## src/rtl/rw_pkg.sv

```systemverilog
// Shared widths, solver slot tags and the retry-entry payload for the
// read/write conflict solver and its retire stage.
package rw_pkg;

    localparam int unsigned DATA1_LEN  = 12;
    localparam int unsigned DATA2_LEN  = 12;
    localparam int unsigned OTHER_INFO = 30;
    localparam int unsigned LOC_WIDTH  = 6;
    localparam int unsigned STAT_W     = 32;

    typedef enum logic [1:0] {
        UNVALID = 2'b00,
        READY   = 2'b01,
        VALID   = 2'b11
    } slot_tag_e;

    typedef struct packed {
        logic [DATA1_LEN-1:0]  data1;
        logic [DATA2_LEN-1:0]  data2;
        logic [OTHER_INFO-1:0] other_info;
    } retry_entry_t;

endpackage

```

## src/rtl/rw_retire_ctrl_if.sv

```systemverilog
// Solver-result, commit, delete and retry handshake bundle of rw_retire_ctrl.
// slave = retire stage view, master = solver/arbiter side view.
interface rw_retire_ctrl_if
    import rw_pkg::*;
#(
    parameter int unsigned RETRY_AW = 4
);
    logic                  in_valid;
    logic [DATA1_LEN-1:0]  in_data1;
    logic [DATA2_LEN-1:0]  in_data2;
    logic [OTHER_INFO-1:0] in_other_info;
    logic                  in_insert_success;
    logic [LOC_WIDTH-1:0]  in_insert_loc;

    logic                  valid_delete;
    logic [LOC_WIDTH-1:0]  del_loc;

    logic                  commit_valid;
    logic [LOC_WIDTH-1:0]  commit_loc;
    logic [OTHER_INFO-1:0] commit_other_info;

    logic                  retry_valid;
    logic                  retry_ready;
    logic [DATA1_LEN-1:0]  retry_data1;
    logic [DATA2_LEN-1:0]  retry_data2;
    logic [OTHER_INFO-1:0] retry_other_info;
    logic                  drop_valid;
    logic [RETRY_AW:0]     retry_count;

    modport slave (
        input  in_valid, in_data1, in_data2, in_other_info,
               in_insert_success, in_insert_loc, retry_ready,
        output valid_delete, del_loc, commit_valid, commit_loc,
               commit_other_info, retry_valid, retry_data1, retry_data2,
               retry_other_info, drop_valid, retry_count
    );

    modport master (
        output in_valid, in_data1, in_data2, in_other_info,
               in_insert_success, in_insert_loc, retry_ready,
        input  valid_delete, del_loc, commit_valid, commit_loc,
               commit_other_info, retry_valid, retry_data1, retry_data2,
               retry_other_info, drop_valid, retry_count
    );

endinterface

```

## src/rtl/rw_retry_fifo.sv

```systemverilog
// Show-ahead synchronous FIFO for failed inserts; the caller only issues
// legal push/pop (push on full requires a simultaneous pop).
module rw_retry_fifo
    import rw_pkg::*;
#(
    parameter int unsigned DEPTH = 16,
    parameter int unsigned AW    = 4
) (
    input  logic         clk,
    input  logic         rst,
    input  logic         push,
    input  logic         pop,
    input  retry_entry_t wdata,
    output retry_entry_t rdata,
    output logic [AW:0]  count,
    output logic         full,
    output logic         empty
);

    retry_entry_t      mem [DEPTH];
    logic [AW-1:0]     wr_ptr;
    logic [AW-1:0]     rd_ptr;
    logic [AW:0]       cnt;

    // Pointers wrap naturally since DEPTH is a power of two
    always_ff @(posedge clk) begin
        if (rst) begin
            wr_ptr <= '0;
            rd_ptr <= '0;
            cnt    <= '0;
        end else begin
            if (push) wr_ptr <= wr_ptr + AW'(1);
            if (pop)  rd_ptr <= rd_ptr + AW'(1);
            case ({push, pop})
                2'b10:   cnt <= cnt + (AW+1)'(1);
                2'b01:   cnt <= cnt - (AW+1)'(1);
                default: cnt <= cnt;
            endcase
        end
    end

    // Storage is not reset; head data is masked while empty
    always_ff @(posedge clk) begin
        if (push) mem[wr_ptr] <= wdata;
    end

    assign count = cnt;
    assign empty = (cnt == '0);
    assign full  = (cnt == (AW+1)'(DEPTH));
    assign rdata = empty ? '0 : mem[rd_ptr];

endmodule

```

## src/rtl/rw_retire_ctrl.sv

```systemverilog
// Retire stage behind the 1-clock r/w conflict solver: commits successes,
// returns slots after RETIRE_LAT cycles, queues failures for retry.
// Optional statistics counters: define RW_RETIRE_STATS_EN.
module rw_retire_ctrl
    import rw_pkg::*;
#(
    parameter int unsigned RETIRE_LAT  = 8,
    parameter int unsigned RETRY_DEPTH = 16,
    parameter int unsigned RETRY_AW    = 4
) (
    input  logic                 clk,
    input  logic                 rst,
    rw_retire_ctrl_if.slave      bus
`ifdef RW_RETIRE_STATS_EN
    ,
    output logic [STAT_W-1:0]    stat_commits,
    output logic [STAT_W-1:0]    stat_retries,
    output logic [STAT_W-1:0]    stat_drops
`endif
);

    logic                  success;
    logic                  failure;
    logic                  pop;
    logic                  push;
    logic                  drop;
    logic                  fifo_full;
    logic                  fifo_empty;
    logic [RETRY_AW:0]     fifo_count;
    retry_entry_t          wentry;
    retry_entry_t          head;

    logic                  commit_valid_q;
    logic [LOC_WIDTH-1:0]  commit_loc_q;
    logic [OTHER_INFO-1:0] commit_info_q;
    logic                  drop_q;

    logic [RETIRE_LAT-1:0] pipe_v;
    logic [LOC_WIDTH-1:0]  pipe_loc [RETIRE_LAT];

    assign success = bus.in_valid &  bus.in_insert_success;
    assign failure = bus.in_valid & ~bus.in_insert_success;
    assign pop     = ~fifo_empty & bus.retry_ready;
    assign push    = failure & (~fifo_full | pop);
    assign drop    = failure &  fifo_full & ~pop;

    assign wentry.data1      = bus.in_data1;
    assign wentry.data2      = bus.in_data2;
    assign wentry.other_info = bus.in_other_info;

    rw_retry_fifo #(
        .DEPTH (RETRY_DEPTH),
        .AW    (RETRY_AW)
    ) u_retry_fifo (
        .clk   (clk),
        .rst   (rst),
        .push  (push),
        .pop   (pop),
        .wdata (wentry),
        .rdata (head),
        .count (fifo_count),
        .full  (fifo_full),
        .empty (fifo_empty)
    );

    // Commit report and drop pulse, one cycle after the solver result
    always_ff @(posedge clk) begin
        if (rst) begin
            commit_valid_q <= 1'b0;
            commit_loc_q   <= '0;
            commit_info_q  <= '0;
            drop_q         <= 1'b0;
        end else begin
            commit_valid_q <= success;
            commit_loc_q   <= success ? bus.in_insert_loc : '0;
            commit_info_q  <= success ? bus.in_other_info : '0;
            drop_q         <= drop;
        end
    end

    // Retire pipeline head: loc is zeroed for bubbles so del_loc idles at 0
    always_ff @(posedge clk) begin
        if (rst) begin
            pipe_v[0]   <= 1'b0;
            pipe_loc[0] <= '0;
        end else begin
            pipe_v[0]   <= success;
            pipe_loc[0] <= success ? bus.in_insert_loc : '0;
        end
    end

    for (genvar g = 1; g < int'(RETIRE_LAT); g++) begin : g_pipe
        always_ff @(posedge clk) begin
            if (rst) begin
                pipe_v[g]   <= 1'b0;
                pipe_loc[g] <= '0;
            end else begin
                pipe_v[g]   <= pipe_v[g-1];
                pipe_loc[g] <= pipe_loc[g-1];
            end
        end
    end

    assign bus.valid_delete      = pipe_v[RETIRE_LAT-1];
    assign bus.del_loc           = pipe_loc[RETIRE_LAT-1];
    assign bus.commit_valid      = commit_valid_q;
    assign bus.commit_loc        = commit_loc_q;
    assign bus.commit_other_info = commit_info_q;
    assign bus.drop_valid        = drop_q;
    assign bus.retry_valid       = ~fifo_empty;
    assign bus.retry_count       = fifo_count;
    assign bus.retry_data1       = head.data1;
    assign bus.retry_data2       = head.data2;
    assign bus.retry_other_info  = head.other_info;

`ifdef RW_RETIRE_STATS_EN
    // Saturating event counters
    always_ff @(posedge clk) begin
        if (rst) begin
            stat_commits <= '0;
            stat_retries <= '0;
            stat_drops   <= '0;
        end else begin
            if (success && (stat_commits != '1)) stat_commits <= stat_commits + STAT_W'(1);
            if (push    && (stat_retries != '1)) stat_retries <= stat_retries + STAT_W'(1);
            if (drop    && (stat_drops   != '1)) stat_drops   <= stat_drops   + STAT_W'(1);
        end
    end
`endif

endmodule

```

## src/flat_wrapper.sv

```systemverilog
// flat-port wrapper written by rule: the top's interface ports become plain ports
module rw_retire_ctrl_flat import rw_pkg::*;
#(
    parameter int unsigned RETIRE_LAT  = 8,
    parameter int unsigned RETRY_DEPTH = 16,
    parameter int unsigned RETRY_AW    = 4
)
  (clk, rst, bus_in_valid, bus_in_data1, bus_in_data2, bus_in_other_info, bus_in_insert_success, bus_in_insert_loc, bus_retry_ready, bus_valid_delete, bus_del_loc, bus_commit_valid, bus_commit_loc, bus_commit_other_info, bus_retry_valid, bus_retry_data1, bus_retry_data2, bus_retry_other_info, bus_drop_valid, bus_retry_count);
  rw_retire_ctrl_if #(.RETRY_AW(RETRY_AW)) bus_i ();
  input  logic clk;
  input  logic rst;
  input wire logic [$bits(bus_i.in_valid)-1:0] bus_in_valid;
  input wire logic [$bits(bus_i.in_data1)-1:0] bus_in_data1;
  input wire logic [$bits(bus_i.in_data2)-1:0] bus_in_data2;
  input wire logic [$bits(bus_i.in_other_info)-1:0] bus_in_other_info;
  input wire logic [$bits(bus_i.in_insert_success)-1:0] bus_in_insert_success;
  input wire logic [$bits(bus_i.in_insert_loc)-1:0] bus_in_insert_loc;
  input wire logic [$bits(bus_i.retry_ready)-1:0] bus_retry_ready;
  output wire logic [$bits(bus_i.valid_delete)-1:0] bus_valid_delete;
  output wire logic [$bits(bus_i.del_loc)-1:0] bus_del_loc;
  output wire logic [$bits(bus_i.commit_valid)-1:0] bus_commit_valid;
  output wire logic [$bits(bus_i.commit_loc)-1:0] bus_commit_loc;
  output wire logic [$bits(bus_i.commit_other_info)-1:0] bus_commit_other_info;
  output wire logic [$bits(bus_i.retry_valid)-1:0] bus_retry_valid;
  output wire logic [$bits(bus_i.retry_data1)-1:0] bus_retry_data1;
  output wire logic [$bits(bus_i.retry_data2)-1:0] bus_retry_data2;
  output wire logic [$bits(bus_i.retry_other_info)-1:0] bus_retry_other_info;
  output wire logic [$bits(bus_i.drop_valid)-1:0] bus_drop_valid;
  output wire logic [$bits(bus_i.retry_count)-1:0] bus_retry_count;
  assign bus_i.in_valid = bus_in_valid;
  assign bus_i.in_data1 = bus_in_data1;
  assign bus_i.in_data2 = bus_in_data2;
  assign bus_i.in_other_info = bus_in_other_info;
  assign bus_i.in_insert_success = bus_in_insert_success;
  assign bus_i.in_insert_loc = bus_in_insert_loc;
  assign bus_i.retry_ready = bus_retry_ready;
  assign bus_valid_delete = bus_i.valid_delete;
  assign bus_del_loc = bus_i.del_loc;
  assign bus_commit_valid = bus_i.commit_valid;
  assign bus_commit_loc = bus_i.commit_loc;
  assign bus_commit_other_info = bus_i.commit_other_info;
  assign bus_retry_valid = bus_i.retry_valid;
  assign bus_retry_data1 = bus_i.retry_data1;
  assign bus_retry_data2 = bus_i.retry_data2;
  assign bus_retry_other_info = bus_i.retry_other_info;
  assign bus_drop_valid = bus_i.drop_valid;
  assign bus_retry_count = bus_i.retry_count;
  rw_retire_ctrl #(.RETIRE_LAT(RETIRE_LAT), .RETRY_DEPTH(RETRY_DEPTH), .RETRY_AW(RETRY_AW)) u_core (.clk(clk), .rst(rst), .bus(bus_i));
endmodule
```

## config.mk

```make
export PLATFORM = sky130hd
export DESIGN_NAME = rw_retire_ctrl_flat
export DESIGN_NICKNAME = d
export VERILOG_FILES = /design/src/rtl/rw_pkg.sv /design/src/rtl/rw_retire_ctrl_if.sv /design/src/rtl/rw_retry_fifo.sv /design/src/rtl/rw_retire_ctrl.sv /design/src/flat_wrapper.sv
export SDC_FILE = /design/constraint.sdc
export NUM_CORES = 1
export LEC_CHECK = 0
export ABC_AREA = 1
export CAP_MARGIN = 20
export CORE_ASPECT_RATIO = 0.7
export CORE_UTILIZATION = 55
export CTS_BUF_LIST = sky130_fd_sc_hd__clkbuf_8
export CTS_CLUSTER_SIZE = 20
export DETAILED_ROUTE_END_ITERATION = 8
export DONT_BUFFER_PORTS = 1
export MAX_ROUTING_LAYER = met4
export PLACE_DENSITY = 0.7
export SLEW_MARGIN = 20
export SYNTH_ARGS = -nofsm -noshare
export SYNTH_HDL_FRONTEND = slang
export SYNTH_SLANG_ARGS = --single-unit
```

## constraint.sdc

```tcl
create_clock -name clk -period 6.6 [get_ports clk]
set_clock_uncertainty 0.1 [all_clocks]
set_input_delay 0 -clock clk [delete_from_list [all_inputs] [get_ports clk]]
set_output_delay 0 -clock clk [all_outputs]
set_load 0.05 [all_outputs]
```

==> results of run 1 <==
-- logic make-up after synthesis --
logic type               Yosys count
flip-flops                       968
AO/OA/AOI/OAI                    773
AND/OR/NAND/NOR                  652
buffers and inverters            321
adder cells (fa/ha/maj)            7
XOR/XNOR                           1
-- timing repair --
item | in CTS | in global routing
hold buffers | 78 | 0
hold endpoints to repair | 1127 | 0
endpoints found under the setup margin | 0 | 0
-- routing by layer --
layer	wire length, µm	share of wire [%]
met1	37320	41
met2	42820	47
met3	8430	9.3
met4	2335	2.6
met5	0	0
-- critical path: cells and delay by family, from the launching register on --
| family | cells | cell delay [ps] |
|---|---|---|
| DFF | 1 | 980 |
| and+or+nand+nor | 1 | 230 |
| AOI/OAI and AO/OA | 3 | 840 |
| buffers and inverters | 2 | 1430 |
-- registers in the layout, summed over array words and instances, names as in the netlist, named ones only --
register                      flops
u_core.bus.commit_loc             5
u_core.pipe_loc                  43
u_core.u_retry_fifo.count         5
u_core.u_retry_fifo.mem         864
u_core.bus.drop_valid             1
u_core.pipe_v                     7
u_core.bus.commit_other_info     30
u_core.u_retry_fifo.wr_ptr        4
u_core.bus.valid_delete           1
u_core.u_retry_fifo.rd_ptr        4
-- worst paths after layout --
kind | startpoint | endpoint | cells after the start
max | flop | bus_retry_other_info[28] | 6
min reg2reg | u_core.pipe_loc[1][17]$_SDFF_PP0_ | u_core.pipe_loc[1][23]$_SDFF_PP0_ | 2
min | bus_in_other_info[10] | u_core.bus.commit_other_info[10]$_SDFF_PP0_ | 3
max reg2reg | u_core.u_retry_fifo.count[4]$_SDFFE_PP0P_ | u_core.u_retry_fifo.mem[11][1]$_DFFE_PP_ | 10
-- final cells by class --
type,count,area (µm²),share of cell area (%)
Antenna cell,9,22.52,0.05495
Clock buffer,152,2092,5.105
Clock inverter,103,515.5,1.258
Inverter,119,466.7,1.139
Multi-Input combinational cell,1433,7510,18.32
Sequential cell,968,28040,68.42
Tap cell,891,1115,2.720
Timing Repair Buffer,130,1222,2.983
-- cell usage in the layout, fill, tap and decap left out, types with 8 or more instances in the layout --
cell           Yosys  routed
edfxtp_1         864     864
nor2_1           544     528
o21ai_0          416     416
inv_1            112     164
o221ai_1         163     163
clkbuf_8           0     152
dfxtp_1          104     100
dlygate4sd3_1      0      77
nand3_1           65      64
a21oi_1           60      56
o211ai_1          54      54
o22ai_1           53      53
buf_4             33      48
nand2_1           31      31
clkinv_1           1      29
o21ai_1           24      24
nor2_4             0      16
diode_2            0       9
clkinv_2           0       8
-- metrics by stage --
stage | utilization, % | worst slack [ps] | instances | instance area, µm²
finish | 61.70 | 1771 | 3805 | 40980
global route | 61.69 | 1434 | 3803 | 40980
CTS | 61.65 | 1930 | 3796 | 40950
detailed placement | 56.54 | 2815 | 3463 | 37550
global placement | 56.49 | 2843 | 3462 | 37520
floorplan | - | 2164 | 2722 | 36920
-- report_power, final --
| part | switching, mW | leakage, nW | internal (mW) |
|---|---|---|---|
| Sequential | 0.176 | 8.63 | 6.74 |
| Clock | 2.28 | 1.51 | 2.21 |
| Combinational | 2.45 | 3.20 | 0.720 |
==> summary.txt, run 1 <==
Status
  • Outcome: finished, final reports clean

CTS
  • Worst-skew pair later-pin latency: 820 ps
  • CTS Buffer Depth: 3
  • CTS-repair resized insts: 0
  • Htree depth: 4
  • CTS clock-pin slew for the worst setup and hold paths: 60 ps
  • Total CTS buffers: 142
  • # Post-CTS Setup Buffers: 0
  • CTS Root Buffer Type: clkbuf_8
  • CTS tree: yes
  • Clock Sinks: 968

Logic synthesis
  • Synth warn: 0
  • Post-synthesis mux area share: 0%
  • Post-Synth Simple-Gate Area: 6.971%
  • Share of the synthesized area in the top cell type: 70.27%
  • XOR/XNOR Fraction of Synth Area: 0.02372%
  • Synth Area in Compound Gates: 12.73%
  • Main flop type after synthesis: edfxtp_1
  • Seq/Total Area, Yosys: 75.91%
  • Synthesized cell area: 36,920 µm²
  • Post-Syn Nets: 2,794
  • Synth top cells by count: 864 x edfxtp_1, 544 x nor2_1, 416 x o21ai_0
  • Post-synth EDFFs: 864
  • Top-count cell post-synth: edfxtp_1
  • Synth async-reset ratio: 0%
  • Post-Synth Adder-Cell Area: 0.2372%
  • Yosys reg bits: 968
  • Largest area contributor in the netlist: edfxtp_1
  • Synth Area per Inst: 13.56 µm²
  • Synth unique cells: 33
  • Synth Instances: 2,722
  • Largest family of logic cells by synthesized area: compound AO/OA/AOI/OAI gates
  • Leading post-synthesis cells by cell area: edfxtp_1 70%, dfxtp_1 5.6%, o21ai_0 5.6%

Routing
  • Via count: 23.36k
  • WL per Instance: 23.89 µm
  • DRT iter0 DRCs: 2,864
  • # DRC: 0
  • Post-detailed-route count of antenna-violating nets: 0
  • Drt via density: 6.140
  • DRT Pass-1 Iters: 6
  • DRT Wirelength: 90.90 mm

Die
  • Die Y: 218.8 µm
  • FP Rows: 79
  • Initial core utilization: 55.58%
  • I/O pins: 170
  • Core region area: 66,420 µm²
  • Die X: 311.7 µm
  • Die area: 68,180 µm²

Global routing
  • Largest net degree at the start of global routing: 223
  • Met1 Resource Use GR: 36.59%
  • First-pass GRT wire length: 135.6 mm
  • Grt ovf: 0
  • GRT Max-Usage Layer: met2
  • Overall Global Routing Usage: 27.18%
  • Met3 Use GR: 5.679%
  • Initial antenna violation count: 7
  • Met2 Track Usage GR: 41.40%
  • Vias in the first global route: 22.42k

STA
  • Final Max Tran Viols: 0
  • Setup repair after global routing missed its margin: no
  • Final setup violation count: 0
  • Hold Fails Final Rpt: 0
  • Worst-margin pin slew: 1164 ps
  • Fin crit share: 73.17%
  • Fmax: 207.1 MHz
  • Relative slew slack: 22.65%
  • Min cycle time layout: 4829 ps
  • WHS: 42.76 ps
  • Setup TNS: 0 ps

Worst setup path
  • Crit path capture type: output pin
  • Maximum fanout along the worst path: 215
  • CP required: 6500 ps
  • CP peak stage delay: 980 ps
  • Crit-path cells: clkinv_8, buf_12, o21ai_0, o221ai_1, nand3_1, a21oi_1
  • Crit Path Category: flop to output pin
  • CP max-delay cell: dfxtp_4
  • Crit start category: flop
  • Critical Path AT: 4730 ps
  • R2r setup slk: 2200 ps

Pwr
  • Power, Total: 14.58 mW
  • Worst VDD drop: 225.6 µV
  • Pwr dens: 355.8 nW/µm²
  • Pleak: 13.34 nW

Finish
  • Nets: 2,866
  • Area Overhead vs Synth: 11.00%
  • Share of layout cells above drive strength 1: 9.157%
  • Filler cells: 4,957

Job
  • Maxcap violations: 0

Placed design
  • Port bufs: 0
  • Routability cong.: 0.7834
  • DP Wirelength: 43.17 mm

Worst hold path
  • Hold Crit Class: input port to flop
No activity file was read; power rests on OpenSTA's default activity.
==> run 2, diff against run 1 <==
Settings changed: ABC_AREA 1 to 0, PLACE_DENSITY 0.7 to 0.73.
Clock period 6.6 ns to 3.9 ns, I/O delays scaled along.
==> run 2 against run 1 <==
  * Sequential power rose by 69%
  * Die area fell by 2.5%
  * Setup slack got worse by 1600 ps
  * First-iteration DRC count fell by 45%
  * Synthesized area fell by 2.5%
  * Sequential share of layout area fell by 0.27 points
  * Global-route usage fell by 3.7 points
  * Clock-buffer cell count rose by 1
  * Final area rose by 0.38%
  * Cell count fell by 25%
  * Clock power rose by 63%
  * Critical endpoint is now bus_retry_data1[4]
==> summary.txt, run 2 <==
CTS
  • Worst-skew pair later-pin latency: 760 ps (-60 ps)
  • CTS tree: yes
  • CTS Buffer Depth: 3 (unchanged)
  • Htree depth: 4 (unchanged)
  • Clock Sinks: 968 (unchanged)
  • CTS clock-pin slew for the worst setup and hold paths: 60 ps (about the same)
  • Total CTS buffers: 140 (-1.4%)
  • CTS Root Buffer Type: clkbuf_8
  • # Post-CTS Setup Buffers: 0 (unchanged)

Worst setup path
  • CP max-delay cell: dfxtp_1
  • CP required: 3800 ps (-2700 ps)
  • Critical Path AT: 3610 ps (-1120 ps)
  • Crit-path cells: nor4_4, nand2_1, nand2b_4, buf_12, o22ai_1, buf_4
  • Crit start category: flop
  • CP peak stage delay: 600 ps (-380 ps)
  • Crit-path leading delay family: simple AND/OR/NAND/NOR gates
  • Maximum fanout along the worst path: 36 (-83%)
  • Crit Path Category: flop to output pin
  • Crit path capture type: output pin
  • CP Buf/Inv Count: 2 (unchanged)

Pwr
  • Comb power frac: 25.3% (+3.6 points)
  • Clock power frac: 28.8% (-2.0 points)
  • Pwr dens: 619.5 nW/µm² (+74%)
  • NetSw: 7.932 mW (+62%)
  • Power, Total: 25.49 mW (+75%)
  • Sw Share: 31.12% (-2.5 points)
  • Pleak: 12.86 nW (-3.5%)
  • Worst VDD drop: 536.9 µV (+140%)
  • Seq pwr share: 45.9% (-1.6 points)
  • Int Power: 17.56 mW (+81%)

STA
  • Setup TNS: 0 ps (unchanged)
  • Fmax: 269.4 MHz
  • Final setup violation count: 0 (unchanged)
  • Min cycle time layout: 3712 ps
  • Final Max Tran Viols: 0 (unchanged)
  • Fin crit share: 95.17%
  • Setup repair after global routing missed its margin: no
  • Hold Fails Final Rpt: 0 (unchanged)
  • Setup WS post-layout: 188.5 ps (-1583 ps)
  • Worst-margin pin slew: 880.6 ps (-283.4 ps)
  • Relative slew slack: 41.21% (+19 points)

Logic synthesis
  • Largest family of logic cells by synthesized area: multiplexers
  • Post-Synth Adder-Cell Area: 0.2434% (+0.0062 points)
  • Top-count cell post-synth: edfxtp_1
  • Largest area contributor in the netlist: edfxtp_1
  • Yosys reg bits: 968 (unchanged)
  • Synth Instances: 1,632 (-40%)
  • Synth top cells by count: 864 x edfxtp_1, 216 x mux4_2, 110 x mux2i_1
  • Synth async-reset ratio: 0% (unchanged)
  • Post-Syn Nets: 1,704 (-39%)
  • Leading post-synthesis cells by cell area: edfxtp_1 72%, mux4_2 14%, dfxtp_1 5.8%
  • XOR/XNOR Fraction of Synth Area: 0.1461% (+0.12 points)
  • Share of the synthesized area in the top cell type: 72.11% (+1.8 points)
  • Synthesized cell area: 35,980 µm² (-2.5%)
  • Synth Area per Inst: 22.05 µm² (+63%)
  • Post-synthesis mux area share: 16.64% (+17 points)
  • Post-Synth Simple-Gate Area: 2.288% (-4.7 points)
  • Main flop type after synthesis: edfxtp_1
  • Synth unique cells: 44 (+33%)
  • Post-synth EDFFs: 864 (unchanged)
  • Seq/Total Area, Yosys: 77.90% (+2.0 points)
  • Synth Area in Compound Gates: 1.429% (-11 points)
  • Synth warn: 0 (unchanged)

Die
  • Initial core utilization: 55.61% (about the same)
  • Die Y: 216.0 µm (-1.3%)
  • I/O pins: 170 (unchanged)
  • Core region area: 64,700 µm² (-2.6%)
  • Die area: 66,460 µm² (-2.5%)
  • FP Rows: 78 (-1.3%)
  • Die X: 307.7 µm (-1.3%)

Finish
  • Nets: 1,917 (-33%)
  • Commonest non-fill, non-tap cell in the layout: edfxtp_1
  • Area Overhead vs Synth: 14.34%
  • Commonest non-fill, non-tap cells in the layout: 864 x edfxtp_1, 216 x mux4_2, 153 x clkbuf_8, 110 x mux2i_1, 101 x dfxtp_1
  • Final instance area: 41,140 µm² (+0.38%)
  • Share of layout cells above drive strength 1: 26.55% (+17 points)
  • Top reg by flops: u_core.u_retry_fifo.mem
  • Max reg flops: 864 (unchanged)

Global routing
  • Grt ovf: 0 (unchanged)
  • First-pass GRT wire length: 110.2 mm (-19%)
  • Vias in the first global route: 17.63k (-21%)
  • Initial antenna violation count: 8 (+1)
  • Overall Global Routing Usage: 23.46% (-3.7 points)
  • Largest net degree at the start of global routing: 68 (-70%)

Placed design
  • DP Wirelength: 38.40 mm (-11%)
  • Port bufs: 0 (unchanged)
  • Setup Slack @ Placement: 614.7 ps (-2201 ps)
  • Routability cong.: 0.8119 (+3.6%)
  • DP Area: 37,850 µm² (+0.78%)

Worst hold path
  • Hold Crit Class: input port to flop

Routing
  • DRT Wirelength: 73.34 mm (-19%)
  • Post-detailed-route count of antenna-violating nets: 0 (unchanged)
  • # DRC: 0 (unchanged)
  • Drt via density: 5.940 (-3.3%)
  • DRT Pass-1 Iters: 7 (+1)
  • WL per Instance: 25.87 µm (+8.3%)
  • Via count: 16.84k (-28%)
  • DRT iter0 DRCs: 1,572 (-45%)

Status
  • Outcome: finished, final reports clean

Job
  • Maxcap violations: 0 (unchanged)
==> run 2: cell types whose count changed after synthesis, sizes merged, moves of 110 or more <==
cell / before / now
inv: 118 / 6
o221ai: 163 / 0
mux2i: 0 / 110
mux4: 0 / 216
o21ai: 440 / 3
nor2: 546 / 25
==> run 2: timing repair <==
action	4_1_cts	5_1_grt
hold buffers	73	0
setup endpoints to repair	0	36
hold endpoints to repair	983	0
resized for setup	0	1
==> run 2: per-stage QoR <==
step	hold WS [ps]	util, %	instances
after CTS	28.89	63.54	2827
after global routing	76.40	63.58	2835
final	92.92	63.58	2835
after detailed placement	-22.42	58.49	2510
after floorplan	-1.131	-	1632
after global placement	-26.72	58.49	2510
==> run 2: routing by layer <==
metal | GRT usage (%) | vias up | part of all wire (%)
met5 | - | - | 0
met4 | 7.910 | 0 | 2.1
met3 | 4.409 | 124 | 6.4
met1 | 32.41 | 8875 | 43
li1 | - | 7169 | -
met2 | 35.61 | 671 | 49
==> run 2: area by class of cell <==
class / instances / area [µm²]
antenna: 8 / 20.02
multi-input combinational: 560 / 7619
fill: 4216 / 23560
clock inverter: 91 / 415.4
inverter: 6 / 22.52
sequential: 968 / 28040
timing repair buffer: 169 / 1819
tap: 880 / 1101
clock buffer: 153 / 2106
==> run 2: cell families after synthesis <==
family	after synthesis
flip-flops	968
multiplexers	328
AND/OR/NAND/NOR	144
buffers and inverters	104
AO/OA/AOI/OAI	75
adder cells (fa/ha/maj)	7
XOR/XNOR	6
==> run 2: path summary, 6_finish.rpt <==
path	start	end	slack [ps]	cells past startpoint
worst max-delay path	u_core.u_retry_fifo.count[1]$_SDFFE_PP0P_	bus_retry_data1[4]	190	6
worst min-delay path	bus_in_data2[6]	u_core.u_retry_fifo.mem[11][36]$_DFFE_PP_	90	1
worst max register to register	u_core.u_retry_fifo.count[1]$_SDFFE_PP0P_	u_core.u_retry_fifo.mem[1][12]$_DFFE_PP_	580	5
worst min register to register	u_core.pipe_v[6]$_SDFF_PP0_	u_core.bus.valid_delete$_SDFF_PP0_	340	1
==> run 2: power groups by stage <==
stage | registers (mW) | logic, mW | clock network [mW]
after CTS | 11.7 | 6.52 | 7.49
after global routing | 11.7 | 6.80 | 7.97
after floorplan | 11.8 | 4.72 | 0
after global placement | 11.9 | 6.25 | 0
final | 11.7 | 6.46 | 7.33
after detailed placement | 11.9 | 6.31 | 0
